$ cat src/rtl/lim_port_arbiter.sv
// lim_port_arbiter
// Arbitrates an instruction read port and a data (read/write/LiM) port onto a
// single logic-in-memory port. One access is outstanding at a time; the
// requests alternate round-robin when both ports ask in the same cycle.
//
// Ports
//   clk_i, rstn_i        clock, asynchronous active-low reset
//   instr_*              instruction read port (req/addr in, gnt/rvalid/rdata out)
//   data_*               data port (req/we/be/addr/wdata/funct in,
//                        gnt/rvalid/rdata/err out)
//   mem_*                memory side (en/we/be/addr/wdata/funct out,
//                        valid/rdata in)
//   busy_o               high whenever an access is in flight or responding
module lim_port_arbiter #(
  parameter int unsigned ADDR_WIDTH     = 22,
  parameter int unsigned DATA_WIDTH     = 32,
  parameter int unsigned TIMEOUT_CYCLES = 1023
) (
  input  logic                  clk_i,
  input  logic                  rstn_i,
  // instruction port
  input  logic                  instr_req_i,
  input  logic [ADDR_WIDTH-1:0] instr_addr_i,
  output logic                  instr_gnt_o,
  output logic                  instr_rvalid_o,
  output logic [DATA_WIDTH-1:0] instr_rdata_o,
  // data port
  input  logic                  data_req_i,
  input  logic                  data_we_i,
  input  logic [3:0]            data_be_i,
  input  logic [ADDR_WIDTH-1:0] data_addr_i,
  input  logic [DATA_WIDTH-1:0] data_wdata_i,
  input  logic [7:0]            data_funct_i,
  output logic                  data_gnt_o,
  output logic                  data_rvalid_o,
  output logic [DATA_WIDTH-1:0] data_rdata_o,
  output logic                  data_err_o,
  // memory side
  output logic                  mem_en_o,
  output logic                  mem_we_o,
  output logic [3:0]            mem_be_o,
  output logic [ADDR_WIDTH-1:0] mem_addr_o,
  output logic [DATA_WIDTH-1:0] mem_wdata_o,
  output logic [7:0]            mem_funct_o,
  input  logic                  mem_valid_i,
  input  logic [DATA_WIDTH-1:0] mem_rdata_i,
  output logic                  busy_o
);

  // Plain (non-LiM) access function code.
  localparam logic [7:0] FUNCT_NULL   = 8'h00;
  localparam logic [9:0] TIMEOUT_LOAD = 10'(TIMEOUT_CYCLES);

  typedef enum logic [1:0] {StIdle, StBusy, StResp} state_e;

  state_e                r_state;
  state_e                w_state_next;

  logic                  r_last_data;   // last grant went to the data port
  logic                  r_owner_data;  // current access belongs to the data port
  logic                  r_we;
  logic [3:0]            r_be;
  logic [ADDR_WIDTH-1:0] r_addr;
  logic [DATA_WIDTH-1:0] r_wdata;
  logic [7:0]            r_funct;
  logic [DATA_WIDTH-1:0] r_rdata;
  logic                  r_err;
  logic [9:0]            r_cnt;

  logic                  w_grant_instr;
  logic                  w_grant_data;
  logic                  w_grant_any;
  logic                  w_skip;
  logic                  w_timeout;
  logic                  w_resp;

  // Arbitration. Gated by rstn_i so no grant leaks out while reset is held.
  always_comb begin
    w_grant_instr = 1'b0;
    w_grant_data  = 1'b0;
    if ((r_state == StIdle) && rstn_i) begin
      if (instr_req_i && data_req_i) begin
        // Tie: the port that did not win last time goes now.
        if (r_last_data) begin
          w_grant_instr = 1'b1;
        end else begin
          w_grant_data = 1'b1;
        end
      end else if (instr_req_i) begin
        w_grant_instr = 1'b1;
      end else if (data_req_i) begin
        w_grant_data = 1'b1;
      end
    end
  end

  assign w_grant_any = w_grant_instr | w_grant_data;
  // A write with no byte lanes enabled has nothing to do in memory.
  assign w_skip      = w_grant_data & data_we_i & (data_be_i == 4'b0000);

  // Next state. The counter is loaded with the timeout on grant and the last
  // allowed BUSY cycle is the one where it would step from 1 to 0.
  always_comb begin
    w_state_next = r_state;
    w_timeout    = 1'b0;
    unique case (r_state)
      StIdle: begin
        if (w_grant_any) begin
          w_state_next = w_skip ? StResp : StBusy;
        end
      end
      StBusy: begin
        if (mem_valid_i) begin
          w_state_next = StResp;
        end else if (r_cnt <= 10'd1) begin
          w_timeout    = 1'b1;
          w_state_next = StResp;
        end
      end
      StResp: begin
        w_state_next = StIdle;
      end
      default: begin
        w_state_next = StIdle;
      end
    endcase
  end

  always_ff @(posedge clk_i or negedge rstn_i) begin
    if (!rstn_i) begin
      r_state <= StIdle;
    end else begin
      r_state <= w_state_next;
    end
  end

  always_ff @(posedge clk_i or negedge rstn_i) begin
    if (!rstn_i) begin
      r_last_data  <= 1'b0;
      r_owner_data <= 1'b0;
      r_we         <= 1'b0;
      r_be         <= 4'b0000;
      r_addr       <= '0;
      r_wdata      <= '0;
      r_funct      <= 8'h00;
      r_rdata      <= '0;
      r_err        <= 1'b0;
      r_cnt        <= 10'd0;
    end else if (w_grant_any) begin
      r_last_data  <= w_grant_data;
      r_owner_data <= w_grant_data;
      r_we         <= w_grant_data ? data_we_i : 1'b0;
      r_be         <= w_grant_data ? data_be_i : 4'b1111;
      r_addr       <= w_grant_data ? data_addr_i : instr_addr_i;
      r_wdata      <= w_grant_data ? data_wdata_i : '0;
      r_funct      <= w_grant_data ? data_funct_i : FUNCT_NULL;
      r_rdata      <= '0;
      r_err        <= 1'b0;
      r_cnt        <= TIMEOUT_LOAD;
    end else if (r_state == StBusy) begin
      if (r_cnt != 10'd0) begin
        r_cnt <= r_cnt - 10'd1;
      end
      if (mem_valid_i) begin
        r_rdata <= r_we ? '0 : mem_rdata_i;
        r_err   <= 1'b0;
      end else if (w_timeout) begin
        r_rdata <= '0;
        r_err   <= 1'b1;
      end
    end
  end

  assign w_resp = (r_state == StResp);

  always_comb begin
    instr_gnt_o    = w_grant_instr;
    data_gnt_o     = w_grant_data;
    instr_rvalid_o = w_resp & ~r_owner_data;
    data_rvalid_o  = w_resp & r_owner_data;
    instr_rdata_o  = instr_rvalid_o ? r_rdata : '0;
    data_rdata_o   = data_rvalid_o ? r_rdata : '0;
    data_err_o     = data_rvalid_o & r_err;
    mem_en_o       = (r_state == StBusy);
    mem_we_o       = mem_en_o & r_we;
    mem_be_o       = mem_en_o ? r_be : 4'b0000;
    mem_addr_o     = mem_en_o ? r_addr : '0;
    mem_wdata_o    = mem_en_o ? r_wdata : '0;
    mem_funct_o    = mem_en_o ? r_funct : 8'h00;
    busy_o         = (r_state != StIdle);
  end

endmodule

$ cat config.mk
export PLATFORM = sky130hd
export DESIGN_NAME = lim_port_arbiter
export DESIGN_NICKNAME = d
export VERILOG_FILES = /design/src/rtl/lim_port_arbiter.sv
export SDC_FILE = /design/constraint.sdc
export NUM_CORES = 1
export LEC_CHECK = 0
export ABC_AREA = 1
export BUFFER_PORTS_ARGS = -buffer_cell sky130_fd_sc_hd__buf_2
export CAP_MARGIN = 15
export CORE_MARGIN = 2
export CORE_UTILIZATION = 48
export DETAILED_ROUTE_END_ITERATION = 10
export GPL_TIMING_DRIVEN = 1
export PLACE_DENSITY = 0.79
export SLEW_MARGIN = 15
export SYNTH_ARGS = -nofsm -noshare
export SYNTH_HDL_FRONTEND = slang
export SYNTH_SLANG_ARGS = --single-unit
export TNS_END_PERCENT = 1
$ cat constraint.sdc
create_clock -name clk_i -period 2.16 [get_ports clk_i]
set_input_delay 0.648 -clock clk_i [delete_from_list [all_inputs] [get_ports clk_i]]
set_output_delay 0.648 -clock clk_i [all_outputs]
set_load 0.01 [all_outputs]
==> qor.txt, run 1 <==
status = finished, violations left
failing checks = setup timing
critical path type = reg2out
Clock transition at path regs = 0.05 ns
row cnt = 41
grt ovf = 0
critical path's top delay family = buffers and inverters
Die Span X = 117 um
r2r endpoint = r_cnt[2]
IR drop worst, VDD = 0.000809 V
Ys Warns = 0
largest net degree at the start of global routing = 114
Final Skew = 0.00701 ns
#FFs+latches synth = 113
Remaining DRCs = 0
syn_nets = 988
reg-to-reg setup timing slack = 0.28 ns
Port Buffers = 263
Final setup viols = 135
CTS tree = done
CTS hold repair buffers = 0
RSZ-0062 raised after global routing = yes
synthesized instance count = 859
First DRT Iteration DRCs = 519
worst slew pin tran = 0.591 ns
CP cell instances = nor3_4 > buf_4 > bufinv_8 > nor2_2 > buf_2
clock share of power = 0.262
Vias = 6412
Switching Fraction = 0.397
Slew headroom = 0.606
overall routed net length = 18.2 mm
pre-CTS setup slack = 0.152 ns
Initial Utilization = 0.487
Mapped Area = 6090 um2
share of cells above drive strength 1 = 0.344
Area growth syn-to-layout = 41.9%
final RePlAce weighted congestion = 0.830
reg2reg path depth = 7
minimum clock period after layout = 2.36 ns
H-tree levels = 4
internal cell power = 6.76 mW
Avg Inst Size Synth = 7.09 um2
setup TNS = -12.82 ns
commonest cells after routing, fill and taps aside = buf_2 (251), nor2_1 (159), nand2_1 (157)
DR vias/cell = 4.91
Lkg Pwr = 4.79 nW
RR Startpoint = r_state[1]
core region area = 12500 um2
worst skew pair latency = 0.41 ns
Tcrit/Tclk final = 1.09
Crit-path slowest cell = dfrtp_2
# clock sinks = 113
max incr delay on CP = 0.45 ns
Initial DRT Pass Iterations = 5
sequential element share of the synthesized area = 0.464
peak fanout along the critical path = 5
DIE AREA = 13600 um2
Max Slew Vio Count = 0
Die Ht = 117 um
Avg WL per Cell = 13.9 um
antenna viol nets, final = 0
Hold Path Class = in2async
initial antenna violation count = 0
Clock Tree Buf Depth = 2
Pwr Density = 1300 nW/um2
maxcap violations = 0
final hold vios = 0
WP data arrival = 1.71 ns
Setup crit end kind = output pin
Switch Pwr = 4.45 mW
# IOs = 264
Crit path buffers/inverters = 3
Critical Path RT = 1.51 ns
number of buffers created by CTS = 17
root buffer cell = clkbuf_16
FILL cells = 1059
global-route wire length before repair = 27.4 mm
Fmax = 425 MHz
GRT Total Usage = 0.258
Final #Nets = 1250
vias in the first global route = 5640
Startpoint Class = flip-flop
commonest non-fill, non-tap cell in the layout = buf_2
final worst slack = -0.195 ns
sequential power share = 0.312
Gate power share = 0.426
Detail Placement HPWL = 11.4 mm
library cells used by synthesis = 30
worst register-to-register path: stages (launching register included):
cell     delay, ns
dfrtp_2       0.43
buf_4         0.15
nor2_4        0.12
buf_4         0.32
nand2_2       0.21
nand2_1       0.34
o21ai_0       0.16
nand2_1       0.08
area by class of cell:
class	instances	area, um2	share of cell area
timing repair buffer	292	1740	0.201
clock buffer	21	460	0.0533
clock inverter	10	159	0.0184
inverter	150	582	0.0673
tap	172	215	0.0249
antenna	1	2.50	0.000290
sequential	113	2830	0.328
multi-input combinational	543	2610	0.302
timing repair inverter	4	42.5	0.00492
state kept, by name, indices dropped and copies added, names as in the netlist:
| register | count |
|---|---|
| r_addr | 22 |
| r_be | 4 |
| r_cnt | 10 |
| r_err | 1 |
| r_funct | 8 |
| r_owner_data | 1 |
| r_rdata | 32 |
| r_state | 2 |
| r_wdata | 32 |
| r_we | 1 |
worst max-delay path by stage:
stage	startpoint	to	depth (start not counted)	slack (ns)
2_1_floorplan	r_state[0]	mem_funct_o[0]	6	0.28
3_3_place_gp	data_req_i	instr_gnt_o	5	0.18
3_5_place_dp	data_req_i	r_cnt[4]	6	0.15
4_1_cts	r_owner_data	data_err_o	5	-0.10
5_1_grt	r_state[0]	data_rdata_o[17]	5	-0.26
6_report	r_state[0]	data_err_o	5	-0.20
repair_timing:
action | 4_1_cts | 5_1_grt
gates resized for setup | 29 | 56
pin swaps | 1 | 3
buffers inserted | 6 | 3
gates cloned | 4 | 1
endpoints found under the setup margin | 134 | 135
synthesized netlist by cell type, drive strengths merged:
cell,n,area share
a21oi,5,0.0041
a22oi,2,0.0025
dfrtp,113,0.46
clkbuf,15,0.0092
o21ai,52,0.044
inv,150,0.092
nor2,204,0.13
nor3,3,0.0041
buf,38,0.035
nand3,49,0.040
nand4,33,0.034
ha,3,0.0062
nand2,163,0.10
xor2,1,0.0014
a21boi,1,0.0012
or2,2,0.0021
nand3b,1,0.0012
a31oi,22,0.023
xnor2,2,0.0029
cell families (layout without fill, tap and decap cells):
family                     Yosys count  after routing  share of synthesized area
and+or+nand+nor                    455            455                      0.314
buffers and inverters              203            477                      0.137
DFF                                113            113                      0.464
AOI/OAI and AO/OA                   82             82                     0.0744
adders and majority gates            3              3                    0.00616
xor gates and xnor gates             3              3                    0.00432
other                                0              1                          0
per-stage QoR:
step	area [um2]	std cells	utilization	power [mW]	hold slack (ns)
3_5_place_dp	7610	1260	0.608	7.65	0.487
5_1_grt	8640	1305	0.690	12.0	0.393
4_1_cts	8410	1301	0.672	11.0	0.372
3_3_place_gp	7610	1260	0.608	7.55	0.482
2_1_floorplan	6090	859	-	6.27	0.352
6_report	8640	1306	0.690	11.2	0.346
power by group through the flow:
stage	sequential, mW	clock, mW	combinational [mW]
after floorplan	3.39	0	2.88
after global placement	3.47	0	4.07
after detailed placement	3.51	0	4.14
after CTS	3.49	2.96	4.50
after global routing	3.59	3.07	5.34
final	3.50	2.94	4.77
metal layers:
layer  track usage  share of wire  wire (um)
met5             0              0          0
met4         0.111          0.027        497
met3        0.0571          0.068       1230
met2         0.425           0.50       8990
met1         0.330           0.41       7450
Note: power is estimated with default switching activity, not from simulation.
==> inputs of run 2 (changes only) <==
==> config.mk (replaced) <==
export PLATFORM = sky130hd
export DESIGN_NAME = lim_port_arbiter
export DESIGN_NICKNAME = d
export VERILOG_FILES = /design/src/rtl/lim_port_arbiter.sv
export SDC_FILE = /design/constraint.sdc
export NUM_CORES = 1
export LEC_CHECK = 0
export ABC_AREA = 1
export CAP_MARGIN = 15
export CORE_UTILIZATION = 55
export DETAILED_ROUTE_END_ITERATION = 10
export DONT_BUFFER_PORTS = 1
export GPL_TIMING_DRIVEN = 1
export PLACE_DENSITY = 0.68
export SLEW_MARGIN = 15
export SYNTH_ARGS = -nofsm -noshare
export SYNTH_HDL_FRONTEND = slang
export SYNTH_SLANG_ARGS = --single-unit
export TNS_END_PERCENT = 5
==> run 2 against run 1 <==
The flow finishes with violations (hold timing, setup timing); final cell count fell by 17%; power decreased by 2.8%; cell area down 9.8%; via count shrank 9.7%; global-route usage increased by 2.6 points.
==> qor.txt, run 2 (synthesis results as in run 1) <==
ant diodes = 0
H-tree levels = 4
Fmax = 424 MHz
Switch Pwr = 4.39 mW
largest net degree at the start of global routing = 115
Switching Fraction = 0.403
max incr delay on CP = 0.46 ns
IR drop worst, VDD = 0.000810 V
RR Startpoint = r_state[0]
minimum clock period after layout = 2.36 ns
Area growth syn-to-layout = 27.9%
Vias = 5790
worst hold slack = -0.175 ns
reg2reg path depth = 8
final hold vios = 113
overall routed net length = 16.2 mm
antenna viol nets, final = 0
Detail Placement HPWL = 11.0 mm
Slew headroom = 0.701
Setup crit end kind = output pin
Critical Path RT = 1.51 ns
Avg WL per Cell = 15.0 um
RSZ-0062 raised after global routing = yes
Die Ht = 107 um
commonest cells after routing, fill and taps aside = nand2_1 (157), inv_1 (143), nor2_1 (143)
initial antenna violation count = 0
Initial DRT Pass Iterations = 5
post-layout util = 0.722
status = finished, violations left
vias in the first global route = 5335
Top Registers = r_rdata: 32 flops, r_wdata: 32 flops, r_addr: 22 flops
Port Buffers = 0
Final setup viols = 135
FILL cells = 855
final RePlAce weighted congestion = 0.838
GRT Total Usage = 0.284
Startpoint Class = flip-flop
Clock Tree Buf Depth = 2
peak fanout along the critical path = 16
total area of sequential cells = 2830 um2
final worst slack = -0.197 ns
critical path type = reg2out
CTS tree = done
Crit-path slowest cell = dfrtp_2
failing checks = hold timing, setup timing
sequential power share = 0.323
global-route wire length before repair = 25.1 mm
Pwr Density = 1400 nW/um2
reg-to-reg setup timing slack = 0.33 ns
grt ovf = 0
multi-input logic area = 2710 um2
Final #Nets = 1060
number of buffers created by CTS = 17
Lkg Pwr = 3.90 nW
root buffer cell = clkbuf_8
DR vias/cell = 5.35
Max Slew Vio Count = 0
clock share of power = 0.241
core region area = 10800 um2
Initial Utilization = 0.564
worst skew pair latency = 0.52 ns
Clock transition at path regs = 0.05 ns
CP Launch Point = r_state[0]
CP cell instances = nor3_4 > buf_6 > inv_6 > nor2_2
Hold Path Class = in2async
First DRT Iteration DRCs = 369
WP data arrival = 1.71 ns
internal cell power = 6.50 mW
worst setup path endpoint = data_rdata_o[1]
# clock sinks = 113
Tcrit/Tclk final = 1.09
# IOs = 264
share of cells above drive strength 1 = 0.230
r2r endpoint = r_cnt[0]
worst slew pin tran = 0.448 ns
commonest non-fill, non-tap cell in the layout = nand2_1
DIE AREA = 11500 um2
Remaining DRCs = 0
Die Span X = 107 um
maxcap violations = 0
Final Skew = 0.00730 ns
Pwr Total = 10.9 mW
row cnt = 38
Gate power share = 0.436
-- run 2: changes by cell type in the layout (fill, tap and decap cells not counted), sizes merged, moves of 2 or more --
cell,previous run,this run
clkinvlp,2,5
clkinv,5,3
buf,292,104
bufinv,5,3
-- run 2: power by group through the flow --
stage,clock (mW),combinational [mW],sequential (mW)
floorplan,0,2.88,3.39
global placement,0,4.00,3.49
detailed placement,0,4.12,3.52
CTS,2.65,4.68,3.51
global route,2.76,5.26,3.61
finish,2.62,4.75,3.52
-- run 2: worst min path at each step --
stage | startpoint | endpoint | slack, ns | depth (start not counted)
after global placement | rstn_i | r_rdata[17] | 0.35 | 0
after floorplan | rstn_i | r_addr[0] | 0.35 | 0
final | rstn_i | r_rdata[19] | -0.18 | 0
after global routing | rstn_i | r_rdata[19] | -0.21 | 0
after detailed placement | rstn_i | r_rdata[19] | 0.35 | 0
after CTS | rstn_i | r_rdata[19] | -0.19 | 0
-- run 2: repair_timing --
action / in CTS / in global routing
resized for setup: 90 / 16
endpoints found under the hold margin: 113 / 113
endpoints found under the setup margin: 135 / 137
setup buffers: 9 / 1
cloned: 2 / 0
pin swaps: 3 / 0
-- run 2: worst max-delay path: cells and delay by family, from the launching register on --
family	cells	cell delay, ns
simple gates	2	0.48
buf+inv	2	0.24
flops	1	0.46
-- run 2: final cells by class --
cell class,instances,share of cell area
Clock buffer,20,0.0572
Clock inverter,10,0.0145
Inverter,150,0.0763
Multi-Input combinational cell,543,0.348
Sequential cell,113,0.363
Tap cell,140,0.0225
Timing Repair Buffer,104,0.115
Timing Repair inverter,2,0.00257
-- run 2: metal layers --
metal | share of wire | vias up | GRT usage
li1 | - | 2767 | -
met1 | 0.39 | 2717 | 0.331
met2 | 0.51 | 273 | 0.493
met3 | 0.070 | 33 | 0.0772
met4 | 0.023 | 0 | 0.118
met5 | 0 | - | 0
-- run 2: per-stage QoR --
| stage | area [um2] | TNS (ns) | setup slack, ns | instances |
|---|---|---|---|---|
| 3_3_place_gp | 6790 | 0 | 0.252 | 1040 |
| 5_1_grt | 7790 | -31.20 | -0.284 | 1082 |
| 6_report | 7790 | -19.90 | -0.197 | 1082 |
| 4_1_cts | 7730 | -19.61 | -0.185 | 1081 |
| 2_1_floorplan | 6090 | 0 | 0.284 | 859 |
| 3_5_place_dp | 6790 | 0 | 0.186 | 1040 |
==> inputs of run 3 (changes only) <==
--- a/config.mk
+++ b/config.mk
@@ -5,13 +5,13 @@
 export SDC_FILE = /design/constraint.sdc
 export NUM_CORES = 1
 export LEC_CHECK = 0
-export ABC_AREA = 1
 export CAP_MARGIN = 15
-export CORE_UTILIZATION = 55
+export CORE_AREA = 2 2 102 104
 export DETAILED_ROUTE_END_ITERATION = 10
+export DIE_AREA = 0 0 104 106
 export DONT_BUFFER_PORTS = 1
 export GPL_TIMING_DRIVEN = 1
-export PLACE_DENSITY = 0.68
+export PLACE_DENSITY = 0.67
 export SLEW_MARGIN = 15
 export SYNTH_ARGS = -nofsm -noshare
 export SYNTH_HDL_FRONTEND = slang
==> run 3 against run 2 <==
The run still ends with hold timing, setup timing left; global-route usage shrank 3.8 points; first-iteration DRC count fell by 20%; combinational power down 65%; power fell by 30%; count of clock-buffer cells in the layout fell by 3; sequential share of layout area increased by 8.2 points; worst hold slack worse by 0.0064 ns; critical path depth stayed put; synthesized cell count shrank 39%; non-clock buffer count shrank 86; largest cell class unchanged; highest routed layer unchanged.
==> qor.txt, run 3 <==
syn_nets = 654
worst skew pair latency = 0.52 ns
Final setup viols = 132
share of cells above drive strength 1 = 0.217
reg2reg path depth = 4
Mapped Area = 5360 um2
Die Span X = 104 um
synthesized instance count = 525
Critical Path RT = 1.51 ns
final RePlAce weighted congestion = 0.803
Startpoint Class = flip-flop
EDFF count, synth = 0
initial antenna violation count = 0
CTS tree = done
Hold Path Class = in2async
Port Buffers = 0
dpl cell area = 5580 um2
Die Ht = 106 um
Final #Nets = 650
Vias = 3965
Detail Placement HPWL = 9.05 mm
Area growth syn-to-layout = 18.5%
area share of the largest cell type after synthesis = 0.528
Lkg Pwr = 2.87 nW
global-route wire length before repair = 20.9 mm
Initial DRT Pass Iterations = 4
Post-synth ARST share = 1.00
Synth area leaders = dfrtp_1 (53%), and2_1 (15%), a22o_1 (12%)
Crit path buffers/inverters = 2
First DRT Iteration DRCs = 296
library cells used by synthesis = 41
RR Startpoint = r_cnt[4]
WP data arrival = 1.64 ns
# clock sinks = 113
RSZ-0062 raised after global routing = yes
Remaining DRCs = 0
largest net degree at the start of global routing = 115
Slew headroom = 0.238
#FFs+latches synth = 113
Tcrit/Tclk final = 1.06
worst slew pin tran = 1.14 ns
Fmax = 438 MHz
reg-to-reg setup timing slack = 0.15 ns
Setup crit end kind = output pin
status = finished, violations left
Crit-path slowest cell = dfrtp_1
sequential element share of the synthesized area = 0.528
max incr delay on CP = 0.40 ns
DIE AREA = 11000 um2
Max Slew Vio Count = 0
number of buffers created by CTS = 17
failing checks = hold timing, setup timing
antenna viol nets, final = 0
Avg Inst Size Synth = 10.2 um2
Clock transition at path regs = 0.06 ns
core region area = 10000 um2
Ys Warns = 0
GRT Total Usage = 0.246
critical path's top delay family = flip-flops
peak fanout along the critical path = 51
worst hold slack = -0.182 ns
root buffer cell = clkbuf_8
fin area = 6350 um2
r2r endpoint = r_cnt[9]
Avg WL per Cell = 19.9 um
Pwr Total = 7.60 mW
grt ovf = 0
minimum clock period after layout = 2.28 ns
commonest non-fill, non-tap cell in the layout = dfrtp_1
IR drop worst, VDD = 0.000551 V
DR vias/cell = 5.91
critical path type = reg2out
area leader, netlist = dfrtp_1
CP cell instances = buf_6 > nor2_4 > buf_12 > and2_1
Main synth FF type = dfrtp_1
maxcap violations = 0
Clock Tree Buf Depth = 2
Final Skew = 0.0112 ns
most numerous cell in the Yosys netlist = and2_1
overall routed net length = 13.4 mm
vias in the first global route = 3954
Pwr Density = 1200 nW/um2
final hold vios = 113
row cnt = 37
commonest cells after routing, fill and taps aside = dfrtp_1 (113), and2_1 (85), a22o_1 (73)
H-tree levels = 4
Worst path depth = 4
final worst slack = -0.125 ns
# IOs = 264
Post-synth top cells = and2_1 (132), dfrtp_1 (113), a22o_1 (73), nand2_1 (52), clkbuf_1 (30)
Initial Utilization = 0.536
Top Registers = r_rdata: 32 flops, r_wdata: 32 flops, r_addr: 22 flops
==> run 3: changes by cell type after synthesis, sizes merged, moves of 51 or more <==
cell / previous run / this run
nor2: 204 / 29
a22o: 0 / 73
nand2: 163 / 52
o21ai: 52 / 1
inv: 150 / 6
and2: 0 / 132
==> run 3: area by class of cell <==
type                    count  area (um2)
fillers                   803        3650
inverters                   6        22.5
well taps                 136         170
multi-input cells         365        2510
repair buffers             18         218
clock buffers              17         414
flip-flops and latches    113        2830
diodes                      1        2.50
clock inverters            15         184
==> run 3: per-stage QoR <==
| stage | setup WS (ns) | hold slack, ns | TNS (ns) | utilization | instances |
|---|---|---|---|---|---|
| after floorplan | 0.0585 | 0.352 | 0 | - | 525 |
| after global placement | 0.162 | 0.355 | 0 | 0.558 | 635 |
| final | -0.125 | -0.182 | -12.65 | 0.635 | 671 |
| after global routing | -0.206 | -0.213 | -22.27 | 0.635 | 670 |
| after detailed placement | 0.150 | 0.354 | 0 | 0.558 | 635 |
| after CTS | -0.156 | -0.205 | -16.59 | 0.633 | 670 |
==> run 3: report_power, final <==
part	switching, mW	leakage [nW]	internal [mW]
clock network	1.01	0.285	1.77
logic	0.913	1.20	0.772
registers	0.395	1.39	2.74
total	2.32	2.87	5.28
==> run 3: routing by layer <==
layer | vias up | GRT usage | part of all wire | wire [um]
li1 | 1830 | - | - | -
met1 | 1925 | 0.301 | 0.40 | 5350
met2 | 197 | 0.397 | 0.50 | 6720
met3 | 13 | 0.0920 | 0.080 | 1070
met4 | 0 | 0.0985 | 0.016 | 211
met5 | - | 0 | 0 | 0
==> run 3: cells by family after synthesis <==
group                    Yosys count  share of synthesized area
multiplexers                       2                    0.00373
XOR/XNOR                           3                    0.00490
AND/OR/NAND/NOR                  239                      0.245
buffers and inverters             47                     0.0350
flip-flops                       113                      0.528
AO/OA/AOI/OAI                    118                      0.177
adder cells (fa/ha/maj)            3                    0.00700
==> run 3: timing repair <==
| action | 4_1_cts | 5_1_grt |
|---|---|---|
| endpoints found under the hold margin | 113 | 113 |
| setup endpoints to repair | 136 | 136 |
| pin swaps | 3 | 29 |
| resized for setup | 49 | 6 |
| buffers inserted | 3 | 0 |
==> run 3: worst max path at each step <==
stage | startpoint | endpoint | slack (ns)
floorplan | rstn_i | data_gnt_o | 0.06
global placement | rstn_i | instr_gnt_o | 0.16
detailed placement | rstn_i | instr_gnt_o | 0.15
CTS | r_state[1] | mem_be_o[0] | -0.16
global route | r_state[1] | mem_be_o[1] | -0.21
finish | r_state[1] | mem_be_o[3] | -0.12
